## src/rtl/gpx_pkg.sv

```systemverilog
// Constants and state encoding shared by the GPX result-buffer write and read sides.
package gpx_pkg;

  localparam int GPX_MAX_CNT = 300;
  localparam int GPX_ADDR_W  = 9;
  localparam int GPX_DATA_W  = 32;

  typedef enum logic [1:0] {
    IDLE    = 2'd0,
    CAPTURE = 2'd1,
    FILL    = 2'd2,
    DONE    = 2'd3
  } gpx_wr_state_e;

endpackage

```

## src/rtl/gpx_data_wr.sv

```systemverilog
// Captures one shot's TDC result words into a fixed frame, zero-fills the rest,
// then pulses done so the read side can drain addresses 0..MAX_CNT-1.
module gpx_data_wr
  import gpx_pkg::*;
#(
  parameter int MAX_CNT = GPX_MAX_CNT,
  parameter int ADDR_W  = GPX_ADDR_W,
  parameter int DATA_W  = GPX_DATA_W
) (
  input  logic              clk_fpga,
  input  logic              rst_n,
  input  logic              in_re_start,
  input  logic              in_event_start,
  input  logic              in_data_vld,
  input  logic [DATA_W-1:0] in_data,
  input  logic              in_event_end,
  output logic              out_wr_e,
  output logic [ADDR_W-1:0] out_wr_addr,
  output logic [DATA_W-1:0] out_wr_data,
  output logic              out_gpx_one_event_done,
  output logic [ADDR_W-1:0] out_hit_cnt,
  output logic              out_overflow,
  output logic              out_busy
);

  localparam logic [ADDR_W-1:0] CNT_MAX  = ADDR_W'(MAX_CNT);
  localparam logic [ADDR_W-1:0] CNT_LAST = ADDR_W'(MAX_CNT - 1);

  gpx_wr_state_e     state;
  logic [ADDR_W-1:0] cnt;
  logic [ADDR_W-1:0] hits;
  logic              store;
  logic [ADDR_W-1:0] cnt_acc;

  // Count after this cycle's word, so a word arriving with event_end is included.
  always_comb begin
    store   = in_data_vld && (cnt < CNT_MAX);
    cnt_acc = store ? cnt + 1'b1 : cnt;
  end

  assign out_busy = (state != IDLE);

  always_ff @(posedge clk_fpga or negedge rst_n) begin
    if (!rst_n) begin
      state                  <= IDLE;
      cnt                    <= '0;
      hits                   <= '0;
      out_wr_e               <= 1'b0;
      out_wr_addr            <= '0;
      out_wr_data            <= '0;
      out_gpx_one_event_done <= 1'b0;
      out_hit_cnt            <= '0;
      out_overflow           <= 1'b0;
    end else begin
      out_wr_e               <= 1'b0;
      out_gpx_one_event_done <= 1'b0;
      if (in_re_start) begin
        state        <= IDLE;
        cnt          <= '0;
        out_overflow <= 1'b0;
      end else begin
        case (state)
          IDLE: begin
            if (in_event_start) begin
              state        <= CAPTURE;
              cnt          <= '0;
              out_overflow <= 1'b0;
            end
          end
          CAPTURE: begin
            if (store) begin
              out_wr_e    <= 1'b1;
              out_wr_addr <= cnt;
              out_wr_data <= in_data;
            end
            if (in_data_vld && !store) out_overflow <= 1'b1;
            cnt <= cnt_acc;
            if (in_event_end) begin
              hits  <= cnt_acc;
              state <= (cnt_acc < CNT_MAX) ? FILL : DONE;
            end
          end
          FILL: begin
            out_wr_e    <= 1'b1;
            out_wr_addr <= cnt;
            out_wr_data <= '0;
            cnt         <= cnt + 1'b1;
            if (cnt == CNT_LAST) state <= DONE;
          end
          DONE: begin
            out_gpx_one_event_done <= 1'b1;
            out_hit_cnt            <= hits;
            state                  <= IDLE;
          end
          default: state <= IDLE;
        endcase
      end
    end
  end

endmodule

```

## config.mk

```make
export PLATFORM = sky130hd
export DESIGN_NAME = gpx_data_wr
export DESIGN_NICKNAME = d
export VERILOG_FILES = /design/src/rtl/gpx_pkg.sv /design/src/rtl/gpx_data_wr.sv
export SDC_FILE = /design/constraint.sdc
export NUM_CORES = 1
export LEC_CHECK = 0
export BUFFER_PORTS_ARGS = -buffer_cell sky130_fd_sc_hd__buf_2
export CAP_MARGIN = 20
export CORE_MARGIN = 3
export CORE_UTILIZATION = 48
export CTS_CLUSTER_DIAMETER = 120
export DETAILED_ROUTE_END_ITERATION = 7
export GPL_TIMING_DRIVEN = 0
export HOLD_SLACK_MARGIN = 0.12
export PLACE_DENSITY = 0.74
export SLEW_MARGIN = 20
export SYNTH_ARGS = -nofsm -noshare
export SYNTH_HDL_FRONTEND = slang
export SYNTH_SLANG_ARGS = --single-unit
```

## constraint.sdc

```tcl
create_clock -name clk_fpga -period 3.7 [get_ports clk_fpga]
set_input_delay 0.185 -clock clk_fpga [delete_from_list [all_inputs] [get_ports clk_fpga]]
set_output_delay 0.185 -clock clk_fpga [all_outputs]
set_load 0.005 [all_outputs]
```

After elaboration in Yosys (flattened, before gate mapping) --
Cells that the tools add are included.
Word-level totals: register bits 73, input bits 38, output and inout bits 54
Cells by class: add/sub/neg operators 1, $lt $le $gt $ge 2, eq/ne operators 9, muxes and demuxes 23, bitwise operators 1, reductions and logical operators 14
Operators by type and width (number):
- 32-bit case mux with 2 select lines | 1
- 9-bit 2-to-1 mux | 4
- 32-bit 2-to-1 mux | 1
- 9-bit case mux with 3 select lines | 1
- 9-bit < comparator, second input constant | 2
- 9-bit case mux with 2 select lines | 1
- 3-bit != test, second input constant | 4
- 3-bit AND reduction | 4
- 9-bit by 1-bit adder with 9-bit output, second input constant | 1
- 9-bit equality test, second input constant | 1
- 1-bit 2-to-1 mux | 8
- 2-bit 2-to-1 mux | 4
- 2-bit case mux with 4 select lines | 1
- 2-bit equality test, second input constant | 2
- 1-bit case mux with 2 select lines | 2
- 2-bit AND reduction | 2
- 2-bit nonzero test | 2
- 4-bit nonzero test | 1
- 3-bit nonzero test | 1
- 2-bit by 1-bit equality test with 1-bit output, second input constant | 1
- 1-bit logical AND | 2
- 2-bit zero test | 1
- 2-bit != test, second input constant | 1
- 1-bit zero test | 1
- 1-bit NOT | 1

Depth between registers and ports, before layout --
Gate-level depths: netlist of run 1.
depth after elaboration 8, gate-level depth with buffers 9, gate-level depth less buffers 7

Least setup slack after synthesis of run 1 --
No wires, ideal clock.
path kind reg-to-reg, from register cnt[1], to register state[0], setup time 80 ps, arrival 1891 ps, data required time 3620 ps, path slack 1729 ps, stages on the path, launching flop included 7, cells stage by stage dfrtp_1 > ha_1 > or4b_4 > o31ai_4 > o221ai_2 > mux2_4 > o211ai_2
On the way: word-level cells in the longest chain between the ends 8, elaborated cells on any way between the ends 12, classes of those cells add/sub: 1; order compare: 2; eq/ne: 2; mux: 5; reduce/logical: 2
RTL lines:
- start, declared | line gpx_data_wr.sv:30 | logic [ADDR_W-1:0] cnt;
- start signal, assigned | line gpx_data_wr.sv:77 | cnt <= cnt_acc;
- start signal, assigned | line gpx_data_wr.sv:87 | cnt <= cnt + 1'b1;
- 9-bit < comparator | line gpx_data_wr.sv:37 | store = in_data_vld && (cnt < CNT_MAX);
- 1-bit logical AND | line gpx_data_wr.sv:37
- 9-bit 2-to-1 mux | line gpx_data_wr.sv:38 | cnt_acc = store ? cnt + 1'b1 : cnt;
- 9-bit < comparator | line gpx_data_wr.sv:80 | state <= (cnt_acc < CNT_MAX) ? FILL : DONE;
- 1-bit 2-to-1 mux | line gpx_data_wr.sv:80
- 2-bit 2-to-1 mux | line gpx_data_wr.sv:78 | if (in_event_end) begin
- 2-bit case mux with 4 select lines | line gpx_data_wr.sv:62 | case (state)
- 2-bit 2-to-1 mux | line gpx_data_wr.sv:57 | if (in_re_start) begin
- end signal, assigned | line gpx_data_wr.sv:80
- end, declared | line gpx_data_wr.sv:29 | gpx_wr_state_e state;
Parallel ways exist; a longest one is shown, timed or not. The select of a mux whose other input is x is not followed. A chain may end at the register's enable or synchronous reset.

Worst setup path in the final report of run 1 --
Ends and elaborated chain as after synthesis.

==> key figures, run 1 <==
GRT
  – Initial antenna violation count: 0
  – Tot GR Track Use: around 22%
  – Grt total ovfl: 0
  – Largest net degree at the start of global routing: between 40 and 50
  – First-pass GRT wire length: between 10000 and 15000 um
  – Number of global-route vias before repair: about 3000

Layout
  – Fill cells: roughly 560
  – Share of cells above drive strength 1: between 20% and 30%
  – Ant diodes: 0
  – Area Overhead vs Synth: 32.4%
  – Fin area: roughly 4700 um2
  – Final net count: 527
  – Post-route insts no fill: 584

Timing
  – Min Clock Period, post-route: around 2.4 ns
  – Final period util: between 60% and 70%
  – FMAX: a little over 400 MHz
  – Final Hold Viols: 0
  – Slew headroom: between 60% and 70%
  – Setup Viol. Count Final: 0
  – Final TNS setup: 0 ns
  – Worst slew pin tran: roughly 0.48 ns
  – Hold Slack: between 0.1 and 0.15 ns
  – Fin worst setup slack: 1.28 ns
  – Skew final: about 0.014 ns
  – Final Max Tran Viols: 0
  – RSZ-0062 raised after global routing: false

Worst setup path
  – Data arrival time of the critical path: ~2.7 ns
  – Critical path's slowest cell: o41a_1
  – CP endpoint kind: flop
  – CP required: 3.97 ns
  – CP cell instances: ha_1 -> nand3_1 -> o41a_1 -> nor4_1 -> o311ai_0 -> o211ai_2
  – Critical path type: reg2reg
  – Nature of the critical path startpoint: flop
  – Slowest cell delay on critical path: ~0.50 ns
  – Critical path peak fanout: 8

Clock tree
  – Clock Tree Root: clkbuf_8
  – Clock Latency Late Sink: 0.35 ns
  – Clk buf depth: 2
  – CTS H-tree lvls: 3
  – CTS sink count: 73
  – Reg clk slew, reported paths: 0.08 ns
  – TritonCTS Buffers: 9
  – TritonCTS clock tree: done

Synth
  – Post-synth top area share: between 50% and 60%
  – Predominant post-synthesis flop cell: dfrtp_1
  – Most common cell in the netlist: dfrtp_1
  – Syn_nets: slightly below 400
  – Syn Std Cell Area: 3530 um2
  – Yosys reg bits: 73
  – Post-Syn Area per Cell: roughly 10 um2
  – Ys async rst share: 100%
  – Synth area leaders: dfrtp_1 (52%), o21ai_0 (6.8%), nand2b_1 (6.2%), nand2_1 (5.4%), mux2_2 (5.4%)
  – Post-synth EDFFs: 0
  – Syn Inst Count: 350
  – Synthesis Warnings: 0
  – Seq/Total Area, Yosys: about 52%
  – Yosys top cell by area: dfrtp_1
  – Commonest cells in the netlist: dfrtp_1 (73), nand2_1 (51), o21ai_0 (48)
  – Distinct cell type count after synthesis: 49

Route
  – WL final: slightly below 9000 um
  – Initial DRC count: between 200 and 250
  – Routed Antenna Nets: 0
  – Vias/cell: 5.25
  – WL per Instance: roughly 15 um
  – DRC Markers: 0
  – 1st-pass router iterations: 4
  – DR vias: a little over 3000

Pwr
  – Comb power frac: 35.8%
  – Leak: ~2.4 nW
  – Net Sw Power: ~0.00098 W
  – Switch share: a little over a third
  – Clk pwr share: 25.2%
  – Cell internal pwr: ~0.0018 W
  – Max VDD drop: 334 uV
  – Sequential cell fraction of total power: about two fifths
  – PwrDens: about 600 nW/um2

Floorplanning
  – # rows: 30
  – Die area: 8410 um2
  – Die width: a little over 90 um
  – Core ar.: a little under 7000 um2
  – Die Ht: slightly above 90 um
  – Starting Density: 50.8%
  – Boundary pin count: 92

Min path
  – Tightest Hold Check Type: in2reg

Place
  – Number of buffers added on ports: between 80 and 90
  – Setup slack at placement: around 1.4 ns
  – Inst Count DP: ~540
  – Area after DPL: between 4000 and 5000 um2
  – Placed wire-length estimate: between 6000 and 7000 um
  – GP Congestion: between 0.8 and 0.9

Run status
  – Status: finished clean

Job
  – Max Cap Viol: 0
per-stage QoR:
step                total power (W)  util (%)
floorplan                   0.00170         -
global placement            0.00205      58.9
detailed placement          0.00209      59.4
CTS                         0.00283      67.2
global route                0.00302      67.2
finish                      0.00281      67.2
power groups by stage:
stage / clock [W] / sequential [W] / combinational [W]
floorplan: 0 / 0.00112 / 0.000578
CTS: 0.000725 / 0.00110 / 0.00101
detailed placement: 0 / 0.00111 / 0.000980
finish: 0.000709 / 0.00110 / 0.00101
global route: 0.000763 / 0.00112 / 0.00114
global placement: 0 / 0.00110 / 0.000941
final cells by class:
class / instances / area (um2) / area share, %
tap: 96 / 120 / 2.57
buffer: 26 / 140 / 3.00
clock buffer: 9 / 124 / 2.65
inverter: 7 / 26.3 / 0.563
timing repair buffer: 122 / 796 / 17.0
sequential: 73 / 1830 / 39.1
clock inverter: 7 / 103 / 2.20
multi-input combinational: 244 / 1530 / 32.9
cells in the final DEF (no fill, tap or decap), drive strengths merged, types with 14 or more instances in the layout:
cell and n:
nor2 14, dfrtp 73, nand2b 35, o21ai 50, dlygate4sd3 32, buf 102
nand2 51, mux2 18, clkbuf 23
per-layer routing:
| layer | track usage [%] | up-vias | share of wire (%) |
|---|---|---|---|
| li1 | - | 1476 | - |
| met1 | 28.7 | 1473 | 42 |
| met2 | 35.7 | 94 | 49 |
| met3 | 5.00 | 22 | 5.4 |
| met4 | 9.28 | 0 | 2.8 |
| met5 | 0 | - | 0 |
timing repair:
item / 4_1_cts / 5_1_grt
resized for setup: 0 / 0
hold endpoints to repair: 61 / 0
buffers inserted: 0 / 0
endpoints found under the setup margin: 0 / 0
hold buffers: 32 / 0
critical path, delay by kind of cell, from the launching register on:
kind	cells	cell delay [ns]
AO/OA/AOI/OAI	3	0.90
adder cells (fa/ha/maj)	1	0.37
flip-flops	1	0.49
AND/OR/NAND/NOR	2	0.59
logic make-up (layout without fill, tap and decap cells):
group | after synthesis | in the layout | synth area share, %
AND/OR/NAND/NOR | 122 | 122 | 17.3
AO/OA/AOI/OAI | 88 | 88 | 15.6
buffers and inverters | 33 | 171 | 4.72
multiplexers | 21 | 21 | 6.70
XOR/XNOR | 7 | 7 | 1.74
adder cells (fa/ha/maj) | 6 | 6 | 2.13
flip-flops | 73 | 73 | 51.8
flip-flops by register name (all words and copies together) (netlist names), 2 cells and up:
| signal | cells |
|---|---|
| out_wr_addr | 9 |
| out_wr_data | 32 |
| hits | 9 |
| state | 2 |
| cnt | 9 |
| out_hit_cnt | 9 |
worst paths after layout:
path / end / startpoint / cells after the start / slack (ns)
worst max-delay path: state[0]$_DFFE_PN0P_ / cnt[1]$_DFFE_PN0P_ / 6 / 1.28
worst min-delay path: out_wr_data[22]$_DFFE_PN0P_ / in_data[22] / 3 / 0.13
worst max register to register: state[0]$_DFFE_PN0P_ / cnt[1]$_DFFE_PN0P_ / 6 / 1.28
worst min register to register: out_wr_data[25]$_DFFE_PN0P_ / out_wr_data[25]$_DFFE_PN0P_ / 2 / 0.48
max in group asynchronous: out_wr_addr[0]$_DFFE_PN0P_ / rst_n / 3 / 2.87
min in group asynchronous: out_wr_data[2]$_DFFE_PN0P_ / rst_n / 2 / 0.29
Note: power is estimated with default switching activity, not from simulation.
==> run 2, diff against run 1 <==
==> constraint.sdc (replaced) <==
create_clock -name clk_fpga -period 2.25 [get_ports clk_fpga]
set_input_delay 0.1125 -clock clk_fpga [delete_from_list [all_inputs] [get_ports clk_fpga]]
set_output_delay 0.1125 -clock clk_fpga [all_outputs]
set_load 0.005 [all_outputs]
==> key figures, run 2 (synthesis gave the netlist of run 1 again) <==
GRT
  – Tot GR Track Use: between 20% and 30%
  – Largest net degree at the start of global routing: 45
  – GR Layer Usage met1: roughly 29%
  – M3 GR Usage: 5.17%
  – Number of global-route vias before repair: between 3000 and 4000
  – Global routing's busiest layer: met2
  – First-pass GRT wire length: ~15000 um
  – Initial antenna violation count: 0
  – GR Util met2: about 36%
  – Grt total ovfl: 0

Place
  – Area after DPL: 4120 um2
  – Number of buffers added on ports: 89
  – Placed wire-length estimate: approximately 6000 um
  – Inst Count DP: 536
  – GP Congestion: between 0.8 and 0.9

Worst setup path
  – Critical path peak fanout: 9
  – CP endpoint kind: flop
  – Worst setup startpoint: cnt[7]$_DFFE_PN0P_
  – Data arrival time of the critical path: between 2 and 2.5 ns
  – CP cell instances: buf_4 -> o21ai_1 -> o211ai_1 -> or4_1 -> nand4_1 -> o211ai_2
  – Nature of the critical path startpoint: flop
  – CP required: 2.45 ns
  – Critical path type: reg2reg
  – Critical path's slowest cell: or4_1
  – Slowest cell delay on critical path: roughly 0.56 ns
  – Reg2reg start: cnt[7]$_DFFE_PN0P_

Timing
  – Skew final: 0.0135 ns
  – Final Max Tran Viols: 0
  – RSZ-0062 raised after global routing: false
  – Worst slew pin tran: around 0.52 ns
  – Slew headroom: 65.4%
  – Hold Slack: about 0.18 ns
  – Final Hold Viols: 0
  – FMAX: roughly 470 MHz
  – Setup Viol. Count Final: 0
  – Min Clock Period, post-route: approximately 2.1 ns
  – Final period util: around 95%
  – Final TNS setup: 0 ns

Layout
  – Share of cells above drive strength 1: 30.2%
  – Area Overhead vs Synth: 33.4%
  – Post-route insts no fill: slightly below 600
  – Most frequent cells in the layout: buf_2 (95), dfrtp_1 (72), nand2_1 (51)
  – Commonest non-fill, non-tap cell in the layout: buf_2
  – Fin area: between 4000 and 5000 um2
  – Largest Register: out_wr_data
  – Final net count: around 530
  – Max reg flops: 32
  – Ant diodes: 0

Route
  – Routed Antenna Nets: 0
  – Vias/cell: about 5.3
  – WL final: between 8000 and 9000 um
  – 1st-pass router iterations: 5
  – DRC Markers: 0
  – WL per Instance: approximately 15 um
  – Initial DRC count: approximately 260
  – DR vias: between 3000 and 4000

Pwr
  – Max VDD drop: 526 uV
  – PwrDens: around 990 nW/um2
  – Total Power: roughly 0.0047 W
  – Leak: 2.37 nW

Floorplanning
  – Boundary pin count: between 90 and 100
  – Die area: about 8400 um2
  – Die width: 91.7 um
  – Core ar.: 6940 um2
  – Starting Density: between 50% and 60%
  – # rows: 30
  – Die Ht: 91.7 um

Job
  – Max Cap Viol: 0

Run status
  – Status: finished clean

Clock tree
  – Reg clk slew, reported paths: about 0.090 ns
  – Post-CTS Setup Repair Bufs: 0
  – CTS sink count: 73
  – TritonCTS clock tree: done
  – TritonCTS Buffers: 9
  – Clock Tree Root: clkbuf_8
  – Clock Latency Late Sink: 0.35 ns
  – Clk buf depth: 2
  – CTS H-tree lvls: 3

Min path
  – Worst hold path startpoint: in_event_start
  – Tightest Hold Check Type: in2reg
[run 2: changes by cell type in the layout (fill, tap and decap cells not counted), sizes merged]
cell,delta
dlygate4sd3,+2
[run 2: critical path: cells and delay by family (launching register included)]
kind | cells | cell delay [ns]
AO/OA/AOI/OAI | 3 | 0.78
AND/OR/NAND/NOR | 2 | 0.68
flip-flops | 1 | 0.36
buffers and inverters | 1 | 0.17
[run 2: final cells by class]
class	count	area, um2
Clock inverter	7	103
Tap cell	96	120
Inverter	7	26.3
Fill cell	560	2240
Timing Repair Buffer	124	816
Multi-Input combinational cell	244	1550
Buffer	26	144
Sequential cell	73	1830
Clock buffer	9	124
[run 2: per-layer routing]
| layer | up-vias | part of all wire [%] |
|---|---|---|
| met5 | - | 0 |
| met4 | 0 | 2.9 |
| met3 | 23 | 5.4 |
| met2 | 105 | 50 |
| met1 | 1467 | 42 |
| li1 | 1488 | - |
[run 2: through the flow]
stage               setup slack (ns)  util [%]
finish                         0.112      67.8
global route                  0.0190      67.8
CTS                          0.00471      67.6
detailed placement           -0.0506      59.4
global placement             -0.0209      58.9
floorplan                      0.279         -
[run 2: final timing paths]
| kind | depth (start not counted) | slack, ns | endpoint |
|---|---|---|---|
| max in group asynchronous | 3 | 1.49 | cnt[1]$_DFFE_PN0P_ |
| min in group asynchronous | 2 | 0.22 | out_wr_data[2]$_DFFE_PN0P_ |
| worst max register to register | 6 | 0.11 | state[0]$_DFFE_PN0P_ |
| worst min register to register | 2 | 0.48 | out_wr_data[9]$_DFFE_PN0P_ |
| worst min-delay path | 4 | 0.18 | out_overflow$_DFFE_PN0P_ |
| worst max-delay path | 6 | 0.11 | state[0]$_DFFE_PN0P_ |
[run 2: what timing repair did]
item | CTS | global route
endpoints found under the setup margin | 1 | 10
gates resized for setup | 1 | 9
hold buffers | 34 | 0
endpoints found under the hold margin | 106 | 0
[run 2: power breakdown]
part | switching (W) | internal [W]
Sequential | 0.000170 | 0.00164
Combinational | 0.000931 | 0.000751
Clock | 0.000530 | 0.000638
